**src/rtl/spe_ingress_fifo_if.sv**
```systemverilog
// Valid/ready packet link used on both sides of the SPE ingress FIFO.
// master drives valid/data, slave drives ready.
interface spe_ingress_fifo_if #(
    parameter int unsigned WIDTH = 32
);
    logic             valid;
    logic             ready;
    logic [WIDTH-1:0] data;

    modport master (output valid, output data, input  ready);
    modport slave  (input  valid, input  data, output ready);
endinterface

```
**src/rtl/spe_ingress_fifo.sv**
```systemverilog
// SPE ingress stage: FWFT packet FIFO between the NoC router port and the SPE depacketizer.
// Optional destination-address filter enabled by defining SPE_ADDR_FILTER_EN.
module spe_ingress_fifo #(
    parameter int unsigned WIDTH    = 32,
    parameter int unsigned DEPTH    = 4,
    parameter int unsigned ADDR_MSB = 31,
    parameter int unsigned ADDR_LSB = 28,
    parameter logic [ADDR_MSB-ADDR_LSB:0] LOCAL_ADDR = '0
) (
    input  logic                     clk,
    input  logic                     rst_n,
    spe_ingress_fifo_if.slave        in_if,
    spe_ingress_fifo_if.master       out_if,
    output logic [$clog2(DEPTH):0]   occupancy,
    output logic [7:0]               drop_count
);
    localparam int unsigned PW = $clog2(DEPTH);
    localparam int unsigned OW = PW + 1;
    localparam logic [OW-1:0] FULL_OCC = OW'(DEPTH);

`ifdef SPE_ADDR_FILTER_EN
    localparam logic FILTER_EN = 1'b1;
`else
    localparam logic FILTER_EN = 1'b0;
`endif

    logic [WIDTH-1:0] r_mem [DEPTH];
    logic [PW-1:0]    r_wr_ptr;
    logic [PW-1:0]    r_rd_ptr;
    logic [OW-1:0]    r_occ;
    logic [7:0]       r_drop;

    logic             w_in_ready;
    logic             w_out_valid;
    logic             w_handshake;
    logic             w_addr_mismatch;
    logic             w_store;
    logic             w_drop;
    logic             w_pop;
    logic [OW-1:0]    w_occ_next;
    logic [7:0]       w_drop_next;

    // Ready depends only on registered occupancy: a pop while full does not admit a push.
    assign w_in_ready  = (r_occ != FULL_OCC);
    assign w_out_valid = (r_occ != '0);

    assign w_handshake     = in_if.valid && w_in_ready;
    assign w_addr_mismatch = (in_if.data[ADDR_MSB:ADDR_LSB] != LOCAL_ADDR);
    assign w_store         = w_handshake && !(FILTER_EN && w_addr_mismatch);
    assign w_drop          = w_handshake &&  (FILTER_EN && w_addr_mismatch);
    assign w_pop           = w_out_valid && out_if.ready;

    always_comb begin
        w_occ_next = r_occ;
        unique case ({w_store, w_pop})
            2'b10:   w_occ_next = r_occ + 1'b1;
            2'b01:   w_occ_next = r_occ - 1'b1;
            default: w_occ_next = r_occ;
        endcase
    end

    always_comb begin
        w_drop_next = r_drop;
        if (w_drop && (r_drop != '1)) begin
            w_drop_next = r_drop + 1'b1;
        end
    end

    always_ff @(posedge clk or negedge rst_n) begin
        if (!rst_n) begin
            r_wr_ptr <= '0;
            r_rd_ptr <= '0;
            r_occ    <= '0;
            r_drop   <= '0;
        end else begin
            if (w_store) begin
                r_wr_ptr <= r_wr_ptr + 1'b1;
            end
            if (w_pop) begin
                r_rd_ptr <= r_rd_ptr + 1'b1;
            end
            r_occ  <= w_occ_next;
            r_drop <= w_drop_next;
        end
    end

    // Storage has no reset; stale words are hidden by gating out_data with occupancy.
    always_ff @(posedge clk) begin
        if (w_store) begin
            r_mem[r_wr_ptr] <= in_if.data;
        end
    end

    assign in_if.ready  = w_in_ready;
    assign out_if.valid = w_out_valid;
    assign out_if.data  = w_out_valid ? r_mem[r_rd_ptr] : '0;
    assign occupancy    = r_occ;
    assign drop_count   = r_drop;

endmodule

```
**src/flat_wrapper.sv**
```systemverilog
// flat-port wrapper written by rule: the top's interface ports become plain ports
module spe_ingress_fifo_flat 
#(
    parameter int unsigned WIDTH    = 32,
    parameter int unsigned DEPTH    = 4,
    parameter int unsigned ADDR_MSB = 31,
    parameter int unsigned ADDR_LSB = 28,
    parameter logic [ADDR_MSB-ADDR_LSB:0] LOCAL_ADDR = '0
)
  (clk, rst_n, occupancy, drop_count, in_if_valid, in_if_data, in_if_ready, out_if_valid, out_if_data, out_if_ready);
  spe_ingress_fifo_if #(.WIDTH(WIDTH)) in_if_i ();
  spe_ingress_fifo_if #(.WIDTH(WIDTH)) out_if_i ();
  input  logic clk;
  input  logic rst_n;
  output logic [$clog2(DEPTH):0] occupancy;
  output logic [7:0] drop_count;
  input wire logic [$bits(in_if_i.valid)-1:0] in_if_valid;
  input wire logic [$bits(in_if_i.data)-1:0] in_if_data;
  output wire logic [$bits(in_if_i.ready)-1:0] in_if_ready;
  output wire logic [$bits(out_if_i.valid)-1:0] out_if_valid;
  output wire logic [$bits(out_if_i.data)-1:0] out_if_data;
  input wire logic [$bits(out_if_i.ready)-1:0] out_if_ready;
  assign in_if_i.valid = in_if_valid;
  assign in_if_i.data = in_if_data;
  assign in_if_ready = in_if_i.ready;
  assign out_if_valid = out_if_i.valid;
  assign out_if_data = out_if_i.data;
  assign out_if_i.ready = out_if_ready;
  spe_ingress_fifo #(.WIDTH(WIDTH), .DEPTH(DEPTH), .ADDR_MSB(ADDR_MSB), .ADDR_LSB(ADDR_LSB), .LOCAL_ADDR(LOCAL_ADDR)) u_core (.clk(clk), .rst_n(rst_n), .in_if(in_if_i), .out_if(out_if_i), .occupancy(occupancy), .drop_count(drop_count));
endmodule
```
**config.mk**
```make
export PLATFORM = sky130hd
export DESIGN_NAME = spe_ingress_fifo_flat
export DESIGN_NICKNAME = d
export VERILOG_FILES = /design/src/rtl/spe_ingress_fifo_if.sv /design/src/rtl/spe_ingress_fifo.sv /design/src/flat_wrapper.sv
export SDC_FILE = /design/constraint.sdc
export NUM_CORES = 1
export LEC_CHECK = 0
export BUFFER_PORTS_ARGS = -buffer_cell sky130_fd_sc_hd__buf_2
export CAP_MARGIN = 10
export CORE_UTILIZATION = 52
export DETAILED_ROUTE_END_ITERATION = 10
export GPL_ROUTABILITY_DRIVEN = 0
export PLACE_DENSITY = 0.74
export SETUP_SLACK_MARGIN = 0.4
export SLEW_MARGIN = 40
export SYNTH_ARGS = -nofsm -noshare
export SYNTH_HDL_FRONTEND = slang
export SYNTH_SLANG_ARGS = --single-unit
```
**constraint.sdc**
```tcl
create_clock -name clk -period 5.55 [get_ports clk]
set_clock_uncertainty 0.15 [all_clocks]
set_input_delay 0.8325 -clock clk [delete_from_list [all_inputs] [get_ports clk]]
set_output_delay 0.8325 -clock clk [all_outputs]
set_load 0.02 [all_outputs]
```
==> impl_metrics.toml, run 1 <==
[timing]
fin_ws_ps = 2060
fin_crit_ps = 3490
min_period_over_period = 0.628
worst_pin_slew_ps = 612
slew_headroom = 0.592
setup_viol = 0
fmax_mhz = 287
rsz0062_at_grt = "no"
finalHoldViolCount = 0
maxSlewViolCount = 0
setup_tns_ps = 0

[critical_path]
start_kind = "flip-flop"
crit_end = "out_if_data[18]"
cp_num_buf_inv = 2
slowest_delay_ps = 570
r2r_start = "u_core.occupancy[0]"
rrSetupSlack_ps = 2890
worst-setup-path-type = "reg2out"
regToRegEndpoint = "u_core.occupancy[2]"
ff2ff_path_depth = 8
crit_slowest_cell = "mux4_2"
worstPathRequired_ps = 4570
path_delay_family = "buffers and inverters"
path_cells = "buf_4, mux4_2, and2_1, buf_2"
cp_num_cells = 4
cp-startpoint = "u_core.r_rd_ptr[0]"
end_kind = "output port"
crit_arrival_ps = 2510
path_max_fanout = 26

[global_routing]
first_global_vias = 2624
grt_usage = 0.192
overflow = 0
grt_first_pass_wirelength_mm = 14.1
grt_start_max_net_pins = 36
antenna_found_initial = 0

[synthesis]
syn_inst = 251
avgSynthCellArea_um2 = 21.3
synth_cell_types = 25
ys_ff_latch = 135
synth.cell_area_mm2 = 0.00536
yosys_warnings = 0
seq_area_frac_synth = 0.750

[clock_network]
clkTransAtPathRegs_ps = 60
cts_buffer_depth = 2
cts_buffers = 17
post_cts_buffers = 0
cts_max_level = 4
clock_latency_ps = 510
cts_tree = "yes"
postCtsResizedCells = 0
clock-root-buffer = "clkbuf_8"
cts_num_sinks = 135

[final_layout]
seq_area_mm2 = 0.00402
nets = 375
diodes = 0
fin_area_mm2 = 0.00638
area_growth_pct = 19.2
utilization = 0.647
drive_gt1_frac = 0.425
fillers = 672
multiInputGateArea_mm2 = 0.00119

[detailed_routing]
dr.pass1.iters = 4
drt_iter0_markers = 109
routed_wl_mm = 9.06
post_drt_wl_per_cell_um = 18.9
detailroute.via_count = 2539
drc = 0
viasPerCell = 5.30
ant_nets = 0

[floorplan]
initial_core_util = 0.543
core_area_mm2 = 0.00986
num_rows = 36
dieArea_mm2 = 0.0107
die_y_um = 103
ios = 81
die_w_um = 103

[outcome]
outcome = "complete, no violations"

[placed_design]
post-dp-hpwl_mm = 5.11
io_buffer_count = 72
place_ws_ps = 2560
placed_cell_area_mm2 = 0.00580

[power]
p_leak_nw = 2.27
power_mw = 3.79
powerDensity_mw_per_mm2 = 593
irDropWorstVdd_mv = 0.427

[job]
cap_violations = 0

[min_path]
min-delay-path-class = "reg2reg"
==> placed cells by master, fill, tap and decap left out, drive strengths merged <==
master,count
buf,75
or3,1
clkbuf,19
edfxtp,128
inv,10
or3b,1
bufinv,2
and3,4
fa,1
nor2,1
mux2,1
mux4,32
xnor2,3
nand2,1
and2,34
xor2,3
dlygate4sd3,1
ha,5
o21ai,1
conb,8
dfrtp,7
nand3,1
clkinvlp,7
==> worst reg2reg max path, cell delays in order (launching register included) <==
cell and delay, ps:
dfrtp_1 430, or3_2 800, and2_1 330, ha_1 240
inv_1 80, fa_1 180, xor2_1 140, nor2_1 60
xor2_1 130
==> logic make-up after synthesis <==
logic type | share of synthesized area
flip-flops | 0.750
AND/OR/NAND/NOR | 0.0514
multiplexers | 0.137
buffers and inverters | 0.0341
adder cells (fa/ha/maj) | 0.0154
XOR/XNOR | 0.00981
other | 0.000700
AO/OA/AOI/OAI | 0.000933
==> repair_timing <==
action | CTS | global route
endpoints found under the hold margin | 7 | 0
hold buffers | 1 | 0
endpoints found under the setup margin | 0 | 0
==> per-layer routing <==
metal	up-vias	GRT usage	wire, um
li1	1139	-	-
met5	-	0	0
met2	99	0.288	4460
met3	11	0.0638	518
met1	1290	0.266	3990
met4	0	0.0683	98
==> metrics by stage <==
step | cells | hold slack [ps]
6_report | 479 | 352
3_3_place_gp | 444 | 333
3_5_place_dp | 446 | 350
2_1_floorplan | 258 | 385
4_1_cts | 479 | 356
5_1_grt | 479 | 358
==> flip-flops by register name, summed over array words and instances (netlist names) <==
name,flops
u_core.occupancy,3
u_core.r_rd_ptr,2
u_core.r_wr_ptr,2
u_core.r_mem,128
==> cells in the mapped netlist, drive strengths merged <==
cell type | n | area (um2)
and2 | 34 | 215
and3 | 4 | 30.0
buf | 15 | 141
clkbuf | 5 | 18.8
conb | 1 | 3.75
dfrtp | 7 | 175
edfxtp | 128 | 3840
fa | 1 | 20.0
ha | 5 | 62.6
inv | 6 | 22.5
mux2 | 1 | 15.0
mux4 | 32 | 721
nand2 | 1 | 3.75
nand3 | 1 | 5.00
nor2 | 1 | 3.75
o21ai | 1 | 5.00
or3 | 1 | 6.26
or3b | 1 | 11.3
xnor2 | 3 | 26.3
xor2 | 3 | 26.3
==> worst min-delay path by stage <==
stage / to / depth (start not counted) / startpoint / slack (ps)
finish: u_core.occupancy[2] / 1 / u_core.occupancy[2] / 350
global route: u_core.r_mem[1][10] / 1 / in_if_data[10] / 360
CTS: u_core.occupancy[2] / 1 / u_core.occupancy[2] / 360
detailed placement: u_core.occupancy[2] / 1 / u_core.occupancy[2] / 350
global placement: u_core.occupancy[2] / 1 / u_core.occupancy[2] / 330
floorplan: u_core.r_wr_ptr[1] / 1 / u_core.r_wr_ptr[1] / 380
==> power by group <==
part | internal [mW] | switching (mW) | total (mW)
registers | 1.36 | 0.127 | 1.48
clock network | 0.644 | 0.425 | 1.07
logic | 0.554 | 0.682 | 1.24
total | 2.55 | 1.23 | 3.79
==> area by class of cell <==
cell class              instances  area share
flip-flops and latches        135       0.630
multi-input cells              97       0.187
clock buffers                  19      0.0661
repair buffers                 76      0.0639
well taps                     133      0.0261
clock inverters                13      0.0231
inverters                       6     0.00353
(Power assumes the default switching activity.)
==> inputs of run 2 (changes only) <==
==> constraint.sdc (replaced) <==
create_clock -name clk -period 3.65 [get_ports clk]
set_clock_uncertainty 0.15 [all_clocks]
set_input_delay 0.5475 -clock clk [delete_from_list [all_inputs] [get_ports clk]]
set_output_delay 0.5475 -clock clk [all_outputs]
set_load 0.02 [all_outputs]
==> impl_metrics.toml, run 2 (synthesis results as in run 1) <==
[critical_path]
ff2ff_path_depth = 9
end_kind = "output port"
regToRegEndpoint = "u_core.occupancy[2]"
crit_arrival_ps = 2340
worstPathRequired_ps = 2950
worst-setup-path-type = "reg2out"
path_max_fanout = 19
start_kind = "flip-flop"
r2r_start = "u_core.occupancy[0]"
rrSetupSlack_ps = 1280

[clock_network]
cts_buffer_depth = 2
cts_buffers = 17
cts_num_sinks = 135
clkTransAtPathRegs_ps = 60
cts_max_level = 4
post_cts_buffers = 0
cts_tree = "yes"
clock_latency_ps = 500
clock-root-buffer = "clkbuf_8"

[placed_design]
placed_cell_area_mm2 = 0.00581
place_ws_ps = 930
io_buffer_count = 72
post-dp-hpwl_mm = 5.31

[final_layout]
multiInputGateArea_mm2 = 0.00119
nets = 376
fin_area_mm2 = 0.00638
utilization = 0.647
final_common_cell = "edfxtp_1"
diodes = 0
top_register = "u_core.r_mem"
drive_gt1_frac = 0.422
fillers = 694
seq_area_mm2 = 0.00403
layout_common_cells = "edfxtp_1, buf_2, and2_1, mux4_2, clkbuf_16"
area_growth_pct = 19.1
largest_reg_flops = 128

[floorplan]
die_w_um = 103
ios = 81
core_area_mm2 = 0.00986
initial_core_util = 0.543
dieArea_mm2 = 0.0107
num_rows = 36
die_y_um = 103

[outcome]
outcome = "complete, no violations"

[global_routing]
first_global_vias = 2574
overflow = 0
antenna_found_initial = 1
grt_first_pass_wirelength_mm = 13.7
grt_usage = 0.186
grt_start_max_net_pins = 36

[timing]
slew_headroom = 0.656
fin_crit_ps = 3030
finalHoldViolCount = 0
holdWs_ps = 105
maxSlewViolCount = 0
fmax_mhz = 330
rsz0062_at_grt = "no"
setup_tns_ps = 0
worst_pin_slew_ps = 517
setup_viol = 0
fin_ws_ps = 616
min_period_over_period = 0.831

[power]
combPwrFrac = 0.326
irDropWorstVdd_mv = 0.714
p_leak_nw = 2.28
intPower_mw = 3.88
seqPwrFrac = 0.401
p_sw_frac = 0.320
powerDensity_mw_per_mm2 = 894
pwr-share-clk = 0.273
switchingPower_mw = 1.82

[detailed_routing]
routed_wl_mm = 8.90
dr.pass1.iters = 5
detailroute.via_count = 2506
drc = 0
drt_iter0_markers = 110
viasPerCell = 5.23
post_drt_wl_per_cell_um = 18.6
ant_nets = 0

[min_path]
whs_endpoint = "u_core.r_mem[0][14]"
hold_depth = 1
min-delay-path-class = "in2reg"
hp-start = "in_if_data[14]"

[job]
cap_violations = 0
run 2: worst max-delay path by stage:
stage                                    from             endpoint  cells past startpoint
after global placement     u_core.r_rd_ptr[0]      out_if_data[18]                      4
after floorplan           u_core.occupancy[0]  u_core.occupancy[2]                      9
after global routing       u_core.r_rd_ptr[0]      out_if_data[30]                      4
after detailed placement   u_core.r_rd_ptr[0]      out_if_data[30]                      4
final                      u_core.r_rd_ptr[0]      out_if_data[18]                      4
after CTS                  u_core.r_rd_ptr[0]      out_if_data[30]                      4
run 2: final cells by class:
type                       instances  area share
clock inverter                    14      0.0214
clock buffer                      17      0.0649
tap                              133      0.0261
sequential                       135       0.631
inverter                           6     0.00353
timing repair buffer              77      0.0659
multi-input combinational         97       0.187
run 2: critical path, stage by stage, from the launching register on:
cell and delay (ps):
dfrtp_4 660, buf_4 310, mux4_2 510, and2_1 190, buf_2 160
run 2: repair_timing:
action	in CTS	in global routing
gates resized for setup	1	0
hold buffers	1	0
setup endpoints to repair	2	0
hold endpoints to repair	7	0
run 2: metal layers:
layer	GRT usage	vias to the layer above	share of wire	wire (um)
met5	0	-	0.0015	13
met4	0.0618	2	0.0071	63
met3	0.0578	8	0.064	570
met2	0.307	83	0.51	4540
met1	0.237	1273	0.42	3710
li1	-	1140	-	-
run 2: power groups by stage:
stage | sequential, mW | combinational, mW | clock, mW
after floorplan | 2.17 | 1.50 | 0
after global placement | 2.31 | 1.85 | 0
after detailed placement | 2.32 | 1.89 | 0
after CTS | 2.30 | 1.90 | 1.58
after global routing | 2.34 | 2.03 | 1.65
final | 2.29 | 1.86 | 1.55
run 2: stage by stage:
stage               total power [mW]  std cells
floorplan                       3.67        258
global placement                4.15        446
detailed placement              4.22        447
CTS                             5.77        479
global route                    6.01        479
finish                          5.70        479
